`src/rtl/lab3_step_sequencer.sv`:
```
// Run-control sequencer for the Lab 3 CPU: turns board switches and the centre button
// into a single-cycle cpu_en pulse stream and a stretched cpu_rst.
module lab3_step_sequencer #(
    parameter int TICK_DIV  = 1000000,
    parameter int DB_CYCLES = 500000,
    parameter int RST_HOLD  = 4
) (
    input  logic        fpga_clk,
    input  logic        reset,
    input  logic [1:0]  mode,
    input  logic        clr_req,
    input  logic        btnC,
    input  logic        instr_done,
    output logic        cpu_en,
    output logic        cpu_rst,
    output logic        busy,
    output logic [15:0] step_count,
    output logic [1:0]  fsm_state
);

    localparam int TW = $clog2(TICK_DIV);
    localparam int DW = (DB_CYCLES > 1) ? $clog2(DB_CYCLES) : 1;
    localparam int HW = $clog2(RST_HOLD + 1);
    localparam logic [TW-1:0] TICK_LAST = TW'(TICK_DIV - 1);
    localparam logic [DW-1:0] DB_LAST   = DW'(DB_CYCLES - 1);
    localparam logic [HW-1:0] HOLD_INIT = HW'(RST_HOLD);

    localparam logic [1:0] MODE_RUN   = 2'b00;
    localparam logic [1:0] MODE_CYCLE = 2'b01;
    localparam logic [1:0] MODE_INSTR = 2'b10;

    typedef enum logic [1:0] {ST_RST_HOLD, ST_IDLE, ST_RUN, ST_INSTR_BUSY} state_t;

    state_t          state, state_d, follow_state;
    logic [1:0]      mode_s1, mode_s2, mode_q;
    logic            btn_s1, btn_s2, clr_s1, clr_s2;
    logic [DW-1:0]   db_cnt;
    logic            btn_db, btn_press;
    logic [TW-1:0]   tick_cnt;
    logic            tick, mode_chg;
    logic [HW-1:0]   hold_cnt;
    logic            rst_d, en_d;

    always_ff @(posedge fpga_clk) begin
        if (reset) begin
            mode_s1 <= 2'b00;
            mode_s2 <= 2'b00;
            mode_q  <= 2'b00;
            btn_s1  <= 1'b0;
            btn_s2  <= 1'b0;
            clr_s1  <= 1'b0;
            clr_s2  <= 1'b0;
        end else begin
            mode_s1 <= mode;
            mode_s2 <= mode_s1;
            mode_q  <= mode_s2;
            btn_s1  <= btnC;
            btn_s2  <= btn_s1;
            clr_s1  <= clr_req;
            clr_s2  <= clr_s1;
        end
    end

    assign mode_chg = (mode_s2 != mode_q);

    // btn_press fires only on the 0->1 toggle of btn_db, so a held button yields one press.
    always_ff @(posedge fpga_clk) begin
        if (reset) begin
            db_cnt    <= '0;
            btn_db    <= 1'b0;
            btn_press <= 1'b0;
        end else begin
            btn_press <= 1'b0;
            if (btn_s2 == btn_db) begin
                db_cnt <= '0;
            end else if (db_cnt == DB_LAST) begin
                btn_db    <= ~btn_db;
                btn_press <= ~btn_db;
                db_cnt    <= '0;
            end else begin
                db_cnt <= db_cnt + 1'b1;
            end
        end
    end

    always_ff @(posedge fpga_clk) begin
        if (reset || cpu_rst || mode_chg) begin
            tick_cnt <= '0;
        end else if (tick_cnt == TICK_LAST) begin
            tick_cnt <= '0;
        end else begin
            tick_cnt <= tick_cnt + 1'b1;
        end
    end

    assign tick = (tick_cnt == TICK_LAST);

    // Next cpu_rst is known combinationally so cpu_en can be suppressed on the same edge.
    assign rst_d = reset | clr_s2 | (hold_cnt != '0);

    always_ff @(posedge fpga_clk) begin
        if (reset || clr_s2) begin
            hold_cnt <= HOLD_INIT;
        end else if (hold_cnt != '0) begin
            hold_cnt <= hold_cnt - 1'b1;
        end
        cpu_rst <= rst_d;
    end

    assign follow_state = (mode_s2 == MODE_RUN) ? ST_RUN : ST_IDLE;

    always_comb begin
        state_d = state;
        en_d    = 1'b0;
        if (rst_d) begin
            state_d = ST_RST_HOLD;
        end else begin
            case (state)
                ST_RST_HOLD: state_d = follow_state;
                ST_IDLE, ST_RUN: begin
                    state_d = follow_state;
                    if (state == ST_RUN && mode_s2 == MODE_RUN) begin
                        en_d = tick;
                    end
                    if (state == ST_IDLE && btn_press) begin
                        if (mode_s2 == MODE_CYCLE) begin
                            en_d = 1'b1;
                        end else if (mode_s2 == MODE_INSTR) begin
                            state_d = ST_INSTR_BUSY;
                        end
                    end
                end
                ST_INSTR_BUSY: begin
                    if (mode_s2 != MODE_INSTR) begin
                        state_d = follow_state;
                    end else begin
                        en_d = tick;
                        if (cpu_en && instr_done) begin
                            state_d = ST_IDLE;
                        end
                    end
                end
                default: state_d = ST_RST_HOLD;
            endcase
        end
    end

    always_ff @(posedge fpga_clk) begin
        if (reset) begin
            state  <= ST_RST_HOLD;
            cpu_en <= 1'b0;
            busy   <= 1'b0;
        end else begin
            state  <= state_d;
            cpu_en <= en_d;
            busy   <= (state_d == ST_INSTR_BUSY);
        end
    end

    always_ff @(posedge fpga_clk) begin
        if (reset || cpu_rst) begin
            step_count <= 16'h0000;
        end else begin
            step_count <= step_count + 16'(cpu_en);
        end
    end

    assign fsm_state = state;

endmodule

```
`config.mk`:
```
export PLATFORM = sky130hd
export DESIGN_NAME = lab3_step_sequencer
export DESIGN_NICKNAME = d
export VERILOG_FILES = /design/src/rtl/lab3_step_sequencer.sv
export SDC_FILE = /design/constraint.sdc
export NUM_CORES = 1
export LEC_CHECK = 0
export CORE_MARGIN = 8
export CORE_UTILIZATION = 57
export CTS_BUF_LIST = sky130_fd_sc_hd__clkbuf_16
export DETAILED_ROUTE_END_ITERATION = 7
export PLACE_DENSITY = 0.85
export SLEW_MARGIN = 5
export SYNTH_ARGS = -nofsm -noshare
export SYNTH_HDL_FRONTEND = slang
export SYNTH_SLANG_ARGS = --single-unit
```
`constraint.sdc`:
```
create_clock -name fpga_clk -period 2.55 [get_ports fpga_clk]
set_input_delay 0.51 -clock fpga_clk [delete_from_list [all_inputs] [get_ports fpga_clk]]
set_output_delay 0.51 -clock fpga_clk [all_outputs]
set_load 0.01 [all_outputs]
```
After elaboration in Yosys (flattened, before gate mapping)
Index checks and enable logic that the tools add are counted.

Register bits: 75. Input port bits: 7. Output and inout port bits: 21. Logic and storage cells: 65.

$add $sub $neg: 4. Equality and inequality tests: 11. Mux-type cells: 13. Bitwise gates (word level): 5. Reduce and logical (&&, ||, !) cells: 15.

Operators by type and width (number): adder 20 x 1 -> 20 bit, second input constant (1); equality test 20 bit, second input constant (1); adder 19 x 1 -> 19 bit, second input constant (1); equality test 19 bit, second input constant (1); adder 16 x 1 -> 16 bit (1); two-way mux 2 bit (7); equality test 2 bit, second input constant (4); one-hot mux 2 bit (3 select lines) (1); OR reduction 2 bit (3); OR reduction 3 bit (2); equality test 2 x 1 -> 1 bit, second input constant (2); logical NOT 2 bit (2); two-way mux 1 bit (4); logical AND 1 bit (3); logical OR 1 bit (3); NOT 1 bit (3); nonzero test 3 bit (1); subtractor 3 x 1 -> 3 bit, second input constant (1); != test 2 bit (1); != test 2 bit, second input constant (1); bitwise OR 1 bit (2); one-hot mux 1 bit (2 select lines) (1); AND reduction 2 bit (1); equality test 1 bit (1).

Longest topological paths before layout
Word-level depth: 8. Depth in mapped cells: 7. Gate-level depth less buffers: 6.

Worst setup path after synthesis
OpenSTA, ideal clock, no wires.

Kind: reg2reg. Start point: reg tick_cnt[9]. End point: reg tick_cnt[17]. Setup time: 0.125 ns. Arrival: 1.718 ns. Required time: 2.425 ns. Slack: 0.707 ns. Stages on the path, launching flop included: 6. Buffers on the path: 1. Period minus slack after synthesis: 1.843 ns. Cell sequence: dfxtp_1 or4b_1 or4_4 o21ai_2 buf_6 a21oi_1.

Cells in the longest elaborated chain, start to end: 2. Elaborated cells between the ends (all ways): 3. Classes of those cells: 1 x add/sub; 1 x eq/ne; 1 x reduce/logical.

Ends and longest elaborated chain: start, declared (RTL line 39) `logic [TW-1:0] tick_cnt;`; start signal, assigned (RTL line 92) `tick_cnt <= tick_cnt + 1'b1;`; branches (longest 2 deep; another with adder 20 x 1 -> 20 bit).

Several ways; the timed one is not identified. A chain may end at the register's enable or synchronous reset.

Final worst setup path
Start point: reg tick_cnt[9]. End point: reg tick_cnt[2].

Cells in the longest elaborated chain, start to end: 2.

Ends and longest elaborated chain: equality test 20 bit (RTL line 89) `end else if (tick_cnt == TICK_LAST) begin`; OR reduction 2 bit (no source line).

No other way between the ends.

==> flow_summary.yaml <==
power:
  peakVddDrop_mv: 0.5587
  leakagePower_nw: 1.280
  powerDensity_nw_per_um2: 730.2
timing:
  rsz0062_at_grt: "no"
  skew_ns: 0.005133
  period_minus_slack_ns: 1.972
  setup_ws_ns: 0.5784
  slew_violations: 0
  clock.fmax_ghz: 0.5072
  maxSlewHeadroom_pct: 70.64
  worstMarginPinSlew_ns: 0.4343
  finalSetupViolations: 0
  fin_crit_sh_pct: 77.32
  fin_tns_setup_ns: 0
  final-hold-violation-count: 0
route:
  postRouteAntennaNets: 0
  wl_per_cell_um: 14.44
  drt_iter0_markers: 162
  vias_per_cell: 5.600
  num_vias: 2649
  dr.pass1.iters: 4
  wl_um: 6829
  drc: 0
critical_path:
  ff2ff_setup_slack_ns: 0.58
  cp_num_buf_inv: 1
  rr_endpoint: "tick_cnt[2]"
  worst-path-max-fanout: 10
  arrival_ns: 2.19
  critPathTopFamily: "simple AND/OR/NAND/NOR gates"
  critPathKind: "reg2reg"
  critPathSlowestCell: "or4_4"
  reg2reg_depth: 5
  cp_data_required_time_ns: 2.77
  crit_chain: "or4b_1 -> or4_4 -> o21ai_2 -> buf_4 -> nor2_1"
  r2r_start: "tick_cnt[9]"
  endpoint_kind: "flop"
  cp-start-kind: "flop"
  max_stage_delay_ns: 0.56
cts:
  cts_sinks: 75
  cts_buffer_depth: 2
  cts_hold_buf: 0
  cts_tree: "yes"
  cts_setup_buffers: 0
  ctsResizeCount: 0
  root_buffer: "clkbuf_16"
  cts_max_level: 3
  cts_buffers: 9
  clkTransAtPathRegs_ns: 0.06
  clock_latency_ns: 0.33
synth:
  seq_area_frac_synth_pct: 45.98
  synth_top_family_by_area: "simple AND/OR/NAND/NOR gates"
  yosysTopAreaCellShare_pct: 45.98
  synth_xor_area_share_pct: 9.923
  synthMuxAreaShare_pct: 0.3065
  syn_nets: 381
  synth.top_cells.by_area: "dfxtp_1, nor2_1, xnor2_1"
  yosysTopAreaCell: "dfxtp_1"
  synthesis.area_um2: 3266
  syn_inst: 364
  syn_area_per_cell_um2: 8.972
  synth_cell_types: 42
  ys_ff_latch: 75
  ys_warn_count: 0
  synth_compound_gate_area_share_pct: 8.467
  synth-adder-area-share_pct: 3.831
  synth-simple-area-share_pct: 28.01
floorplanning:
  coreArea_um2: 5507
  die_x_um: 91.69
  die_h_um: 91.69
  num_rows: 27
  initial_core_util_pct: 59.30
  dieArea_um2: 8407
  io-pin-count: 28
final_layout:
  area_growth_pct: 21.61
  fill_cells: 380
  mostFrequentLayoutCells: "dfxtp_1, nor2_1, clkdlybuf4s50_1, nand2_1, xnor2_1"
  diodes: 0
  utilization_pct: 72.12
  layout_commonest_cell: "dfxtp_1"
  nets: 413
  layout-drive-gt1-share_pct: 6.733
  regArea_um2: 1501
  multiInputGateArea_um2: 1650
place:
  dp_hpwl_um: 4442
  place.gp.congestion: 0.8179
  post-place-ws_ns: 0.5811
  io_buffers: 27
grt:
  grt_pass1_vias: 2562
  overflow: 0
  antenna_found_initial: 0
  grt_use_total_pct: 16.60
  grt_max_degree: 20
  grt_pass1_wl_um: 11610
status:
  status: "completed"
job:
  drv_cap: 0
min_path:
  hp-start: "mode_s1[0]"
  hold_end: "mode_s2[0]"
  worstHoldPathCells: 1
  hp-class: "reg2reg"
logic make-up after synthesis:
| group | Yosys count |
|---|---|
| adders and majority gates | 10 |
| xor gates and xnor gates | 37 |
| DFF | 75 |
| and+or+nand+nor | 171 |
| buffers and inverters | 26 |
| AOI/OAI and AO/OA | 44 |
| muxes | 1 |
metrics by stage:
step	total power [mW]	instances	instance area, um2	hold WS [ns]
floorplan	1.348	364	3266	0.4138
global placement	1.390	457	3606	0.4196
detailed placement	1.398	457	3606	0.4264
CTS	2.917	473	3971	0.4477
global route	2.979	473	3971	0.4620
finish	2.900	473	3971	0.4401
flip-flops by register name, indices dropped and copies added (netlist names), 2 cells and up:
name	count
hold_cnt	3
mode_s1	2
mode_q	2
db_cnt	19
mode_s2	2
step_count	16
fsm_state	2
tick_cnt	20
metal layers:
layer / vias up / track usage (%) / share of wire, %
li1: 1338 / - / -
met1: 1253 / 18.36 / 43
met2: 47 / 28.45 / 51
met3: 11 / 6.438 / 4.1
met4: 0 / 5.772 / 1.4
met5: - / 0 / 0
where the power goes:
| group | switching (mW) | total, mW | internal, mW |
|---|---|---|---|
| logic | 0.0796 | 0.152 | 0.0725 |
| clock network | 0.472 | 1.52 | 1.05 |
| registers | 0.0214 | 1.22 | 1.20 |
area by class of cell:
cell class                      count  share of cell area (%)
Timing Repair Buffer               32                   7.750
Multi-Input combinational cell    263                   41.56
Clock buffer                        9                   5.671
Clock inverter                      7                   3.529
Inverter                           15                   1.418
Sequential cell                    75                   37.81
Tap cell                           72                   2.268
cell usage after synthesis:
cell and number:
a211oi_1 1, ha_1 10, nand3b_1 1, a21oi_2 1
or3b_2 1, o31ai_1 8, a22o_1 1, nor2b_1 9
o21a_1 1, clkbuf_1 8, a21oi_1 17, and4_1 7
buf_2 1, mux2i_1 1, a211o_1 2, or4_4 1
nand4bb_1 1, o211a_1 1, nand4_1 14, o21ai_0 9
and2_1 2, nor4_1 7, inv_1 15, nand4b_1 1
or4_1 9, dfxtp_1 75, xnor2_1 19, o21ai_2 2
nand2b_1 3, xor2_1 18, nand2_1 24, a2111oi_0 1
and3_1 1, or2_2 2, nor4b_1 3, nand3_1 17
or4b_1 1, buf_6 2, nor2_1 48, or3_1 9
nor3b_1 1, nor3_1 9
how the worst max path moves through the flow:
stage	depth (start not counted)	slack, ns	start	endpoint
3_3_place_gp	5	0.61	tick_cnt[9]	tick_cnt[15]
5_1_grt	5	0.46	tick_cnt[9]	tick_cnt[17]
2_1_floorplan	5	0.71	tick_cnt[9]	tick_cnt[17]
3_5_place_dp	5	0.58	reset	busy
4_1_cts	5	0.58	tick_cnt[9]	tick_cnt[11]
6_report	5	0.58	tick_cnt[9]	tick_cnt[2]
Power figures use the tool's default switching activity.
